## config.mk

```make
export PLATFORM = sky130hd
export DESIGN_NAME = dsp_config_chain_loader
export DESIGN_NICKNAME = d
export VERILOG_FILES = /design/src/rtl/dsp_cfg_pkg.sv /design/src/rtl/cfg_crc16_serial.sv /design/src/rtl/dsp_config_chain_loader.sv
export SDC_FILE = /design/constraint.sdc
export NUM_CORES = 1
export LEC_CHECK = 0
export CAP_MARGIN = 20
export CORE_MARGIN = 5
export CORE_UTILIZATION = 41
export CTS_CLUSTER_SIZE = 28
export DETAILED_ROUTE_END_ITERATION = 6
export MAX_ROUTING_LAYER = met4
export RECOVER_POWER = 50
export SLEW_MARGIN = 20
export SYNTH_ARGS = -nofsm -noshare
export SYNTH_HDL_FRONTEND = slang
export SYNTH_SLANG_ARGS = --single-unit
```

## constraint.sdc

```tcl
create_clock -name clk -period 1.78 [get_ports clk]
set_input_delay 0.356 -clock clk [delete_from_list [all_inputs] [get_ports clk]]
set_output_delay 0.356 -clock clk [all_outputs]
set_load 0.02 [all_outputs]
```

## src/rtl/dsp_cfg_pkg.sv

```systemverilog
// Shared definitions for the DSP configuration chain loader: FSM encoding and
// the CRC-16-CCITT constants used to sign the shifted frame.
package dsp_cfg_pkg;

    typedef enum logic [1:0] {
        ST_IDLE   = 2'd0,
        ST_LOAD   = 2'd1,
        ST_VERIFY = 2'd2,
        ST_DONE   = 2'd3
    } state_t;

    localparam logic [15:0] CRC16_POLY = 16'h1021;
    localparam logic [15:0] CRC16_INIT = 16'hFFFF;

    // One serial step of x^16+x^12+x^5+1, MSB-first feedback.
    function automatic logic [15:0] crc16_step(input logic [15:0] crc, input logic din);
        logic fb;
        fb = crc[15] ^ din;
        return {crc[14:0], 1'b0} ^ (fb ? CRC16_POLY : 16'h0000);
    endfunction

endpackage

```

## src/rtl/cfg_crc16_serial.sv

```systemverilog
// Serial CRC-16-CCITT accumulator; one bit folded per enabled cycle.
module cfg_crc16_serial
    import dsp_cfg_pkg::*;
(
    input  logic        clk,
    input  logic        RST_N,
    input  logic        clr,
    input  logic        en,
    input  logic        din,
    output logic [15:0] crc
);

    always_ff @(posedge clk) begin
        if (!RST_N) begin
            crc <= CRC16_INIT;
        end else if (clr) begin
            crc <= CRC16_INIT;
        end else if (en) begin
            crc <= crc16_step(crc, din);
        end
    end

endmodule

```

## src/rtl/dsp_config_chain_loader.sv

```systemverilog
// Master end of a DSP slice configuration scan chain: serialises a word stream
// into the chain and optionally rotates it once to check a CRC of the readback.
module dsp_config_chain_loader
    import dsp_cfg_pkg::*;
#(
    parameter int CHAIN_LEN = 4,
    parameter int WORD_W    = 8,
    parameter int CNT_W     = $clog2(CHAIN_LEN + 1)
) (
    input  logic              clk,
    input  logic              RST_N,
    input  logic              start,
    input  logic              verify_en,
    input  logic              s_valid,
    output logic              s_ready,
    input  logic [WORD_W-1:0] s_data,
    output logic              cfg_out,
    output logic              cfg_en,
    input  logic              cfg_in,
    output logic              busy,
    output logic              done,
    output logic              error,
    output logic [CNT_W-1:0]  bit_cnt
);

    localparam int               FILL_W = $clog2(WORD_W + 1);
    localparam logic [CNT_W-1:0] LEN_C  = CNT_W'(CHAIN_LEN);

    state_t              state;
    state_t              state_nxt;
    logic                verify_lat;
    logic [WORD_W-1:0]   wbuf;
    logic [FILL_W-1:0]   fill;
    logic [FILL_W-1:0]   fill_load;
    logic [CNT_W-1:0]    remaining;
    logic                buf_has;
    logic                accept;
    logic                start_acc;
    logic                phase_end;
    logic                shift_tx;
    logic                shift_rx;
    logic [15:0]         crc_tx;
    logic [15:0]         crc_rx;

    assign remaining = LEN_C - bit_cnt;
    assign buf_has   = (fill != '0);
    assign phase_end = (bit_cnt == LEN_C);
    assign start_acc = (state == ST_IDLE) && start;
    assign s_ready   = (state == ST_LOAD) && !buf_has && (remaining != '0);
    assign accept    = s_valid && s_ready;
    assign shift_tx  = (state == ST_LOAD) && buf_has;
    assign shift_rx  = (state == ST_VERIFY) && !phase_end;
    assign busy      = (state == ST_LOAD) || (state == ST_VERIFY);
    assign done      = (state == ST_DONE);

    // The last word only contributes the bits still owed to the chain; its
    // upper bits are never counted, so they fall out when fill reaches zero.
    always_comb begin
        fill_load = FILL_W'(WORD_W);
        if (int'(remaining) < WORD_W) begin
            fill_load = FILL_W'(remaining);
        end
    end

    always_comb begin
        state_nxt = state;
        cfg_en    = 1'b0;
        cfg_out   = 1'b0;
        case (state)
            ST_IDLE: begin
                if (start) begin
                    state_nxt = ST_LOAD;
                end
            end
            ST_LOAD: begin
                if (shift_tx) begin
                    cfg_en  = 1'b1;
                    cfg_out = wbuf[0];
                end
                if (phase_end) begin
                    state_nxt = verify_lat ? ST_VERIFY : ST_DONE;
                end
            end
            ST_VERIFY: begin
                // Feeding the chain's own output back in rotates it once and
                // leaves the loaded frame in place.
                if (phase_end) begin
                    state_nxt = ST_DONE;
                end else begin
                    cfg_en  = 1'b1;
                    cfg_out = cfg_in;
                end
            end
            ST_DONE: begin
                state_nxt = ST_IDLE;
            end
            default: begin
                state_nxt = ST_IDLE;
            end
        endcase
    end

    always_ff @(posedge clk) begin
        if (!RST_N) begin
            state      <= ST_IDLE;
            verify_lat <= 1'b0;
            fill       <= '0;
            bit_cnt    <= '0;
            error      <= 1'b0;
        end else begin
            state <= state_nxt;
            if (start_acc) begin
                verify_lat <= verify_en;
                error      <= 1'b0;
                bit_cnt    <= '0;
                fill       <= '0;
            end else if (state == ST_LOAD) begin
                if (accept) begin
                    fill <= fill_load;
                end else if (shift_tx) begin
                    fill    <= fill - 1'b1;
                    bit_cnt <= bit_cnt + 1'b1;
                end
                if (phase_end && verify_lat) begin
                    bit_cnt <= '0;
                end
            end else if (state == ST_VERIFY) begin
                if (phase_end) begin
                    error <= (crc_rx != crc_tx);
                end else begin
                    bit_cnt <= bit_cnt + 1'b1;
                end
            end
        end
    end

    // Word buffer contents carry no control meaning, so they are left unreset.
    always_ff @(posedge clk) begin
        if (accept) begin
            wbuf <= s_data;
        end else if (shift_tx) begin
            wbuf <= wbuf >> 1;
        end
    end

    cfg_crc16_serial u_crc_tx (
        .clk   (clk),
        .RST_N (RST_N),
        .clr   (start_acc),
        .en    (shift_tx),
        .din   (cfg_out),
        .crc   (crc_tx)
    );

    cfg_crc16_serial u_crc_rx (
        .clk   (clk),
        .RST_N (RST_N),
        .clr   (start_acc),
        .en    (shift_rx),
        .din   (cfg_in),
        .crc   (crc_rx)
    );

endmodule

```

==> results by group <==
Run status
  • Status: complete, but fails checks
  • Failing checks: setup timing

Final layout
  • Layout filler cell count: about 550
  • Layout Utilization: 56.8%
  • Finished Layout Cells: 400
  • Most common cell after layout, fill and taps aside: nand2_1
  • Share of layout cells above drive strength 1: between 20% and 30%
  • Diodes inserted: 0
  • Area delta synth->final: 36.2%
  • Most frequent cells in the layout: nand2_1 (60), dfxtp_1 (37), nand3_1 (34)
  • Nets: roughly 350

Floorplanning
  • Cell Rows: 28
  • Initial Util: 41.7%
  • Die footprint: roughly 0.0076 sq mm
  • Core ar.: roughly 0.006 sq mm
  • Num ports: 23
  • Die Wd: between 80 and 90 um
  • Die Y: a little under 90 um

Routing
  • Vias per cell: around 5.0
  • Final WL: around 5.6 mm
  • WL/cell: between 10 and 15 um
  • DRC: 0
  • Via count: approximately 2000
  • Drt pass-1 iters: 4
  • First DRT Iteration DRCs: 80
  • Final ANT Viol Nets: 0

Synth
  • Gate Count Post-Synth: ~270
  • Distinct cells, synth: 43
  • Yosys reg bits: a little over 50
  • Most used DFF post-synth: dfxtp_1
  • Seq/Total Area, Yosys: 44.8%
  • Syn_nets: 296
  • EDFF count, synth: 8
  • YS warnings: 0
  • Synthesized area: between 0.002 and 0.0025 sq mm
  • Async S/R FF share, synth: 0%
  • Syn Area/Cell: about 9.1 sq um

Clock network
  • CTS tree: built
  • CTS max path bufs: 2
  • H-Tree Level Count: 2
  • Clock transition at path regs: roughly 0.10 ns
  • Root Driver: clkbuf_8
  • TritonCTS buffer count: 5
  • CTS Sinks: 51
  • Clk Latency, worst-skew pair: just over 0.3 ns

Worst setup path
  • CP endpoint kind: output pin
  • Worst path bufs/invs: 3
  • Slowest cell on crit path: dfxtp_4
  • Worst path most repeated cell: ha_4
  • Critical path cell sequence: inv_4 > ha_4 > ha_4 > and3b_2 > a2bb2oi_4 > inv_2 > buf_6
  • Setup crit start kind: flop
  • R2r startpoint: fill[1]$_SDFFE_PP0P_
  • Top delay family on crit path: flip-flops
  • Critical path peak fanout: 4
  • Critical Path RT: ~1.4 ns
  • CP Launch Point: bit_cnt[1]$_SDFFE_PP0P_
  • Critical path data arrival time: ~1.6 ns
  • Crit path kind: flop to output pin
  • CP max stage delay: ~0.36 ns

GRT
  • GRT overflow: 0
  • Vias in the first global route: roughly 2000
  • First-pass GRT wire length: between 9 and 10 mm
  • Total track usage: between 15 and 20%
  • Largest net degree at the start of global routing: 31
  • Initial antenna violation count: 0

Placement
  • Post-Place Cells: 386
  • Final GP Congestion: slightly below 0.8
  • Placement Setup Slack: -0.439 ns
  • Dpl hpwl: ~3.8 mm
  • Port bufs: 22

Timing
  • RSZ-0062 raised after global routing: yes
  • Pins over their slew limit: 0
  • Clock Skews: around 0.0088 ns
  • Crit share post-route: 111%
  • Upper clock frequency limit: between 0.5 and 0.6 GHz
  • Slew margin rel.: approximately 71%
  • Worst Max-Slew Pin Slew: around 0.43 ns
  • Setup-failing EPs final: 6
  • Fin worst setup slack: -0.192 ns
  • Setup_tns: -0.450 ns
  • Hold Violations, Final: 0
  • Min Tclk post-route: 1.97 ns

Power and ir drop
  • Pwr dens: around 1500 mW/mm^2
  • Power, Total: 5.16 mW
  • Leakage: 1.46 nW
  • Max IR drop VDD: about 0.97 mV

Worst hold path
  • Hold path startpoint: u_crc_tx.crc[10]$_SDFFE_PP1P_
  • Hold WC Path Type: flop to flop

Flow run
  • Max Cap Violations: 0
## final timing paths
path	endpoint	slack [ns]	cells after the start
worst max-delay path	cfg_out	-0.19	7
worst min-delay path	u_crc_tx.crc[10]$_SDFFE_PP1P_	0.50	2
worst max register to register	wbuf[2]$_DFFE_PP_	-0.01	7
worst min register to register	u_crc_tx.crc[10]$_SDFFE_PP1P_	0.50	2
## cells in the mapped netlist (2+ instances only)
master,count,area (sq um)
nor2_1,3,11.3
nand3_1,34,170
a21oi_1,7,35.0
nor2b_1,3,18.8
nand2b_1,3,18.8
nand4_1,4,25.0
and3_1,3,18.8
mux2_2,7,78.8
xor2_1,4,35.0
clkbuf_1,5,18.8
a21boi_0,2,15.0
inv_1,9,33.8
dfxtp_1,43,861
ha_1,11,138
buf_2,4,20.0
edfxtp_1,8,240
a211oi_1,2,15.0
nand2_1,62,233
o211ai_1,5,37.5
buf_6,2,22.5
or3b_1,2,17.5
o21ai_0,4,20.0
xnor2_1,24,210
## final cells by class
type                       instances  area (sq um)  share of cell area [%]
tap                               75          93.8                    2.81
timing repair buffer              59           534                    16.0
sequential                        51          1120                    33.4
inverter                           9          41.3                    1.23
clock inverter                     1          8.76                   0.262
clock buffer                       7           108                    3.22
multi-input combinational        198          1440                    43.1
## report_power, final
part,switching [mW],internal (mW),total (mW)
registers,0.189,1.46,1.65
logic,1.31,1.37,2.69
clock network,0.415,0.407,0.822
total,1.92,3.24,5.16
## cell families after synthesis
family | synth area share (%)
simple gates | 23.5
flops | 44.8
compound gates | 7.79
xor+xnor | 9.98
buf+inv | 4.64
fa+ha+maj | 5.60
mux | 3.62
## metrics by stage
step	hold WS [ns]	area [sq um]
global route	0.529	3340
global placement	0.486	3010
floorplan	0.466	2520
CTS	0.508	3260
detailed placement	0.494	3010
finish	0.502	3340
## sequential cells by signal, indices dropped and copies added, names as in the netlist
signal	flops
u_crc_tx.crc	16
verify_lat	1
fill	4
state	2
bit_cnt	3
u_crc_rx.crc	16
wbuf	8
error	1
## routing by layer
| layer | up-vias | share of wire [%] | global-route usage (%) |
|---|---|---|---|
| li1 | 1021 | - | - |
| met1 | 936 | 47 | 20.4 |
| met2 | 25 | 49 | 27.0 |
| met3 | 10 | 2.4 | 2.84 |
| met4 | 0 | 1.5 | 4.74 |
| met5 | - | 0 | - |
## repair_timing
action	4_1_cts	5_1_grt
pin swaps	11	14
gates resized for setup	53	20
buffers inserted	6	1
cloned	0	0
endpoints found under the setup margin	25	18
hold buffers	0	0
## tightest hold or removal path, delay by kind of cell, from the launching register on
family           cells  cell delay (ns)
and+or+nand+nor      2             0.12
DFF                  1             0.34
(Power assumes the default switching activity.)
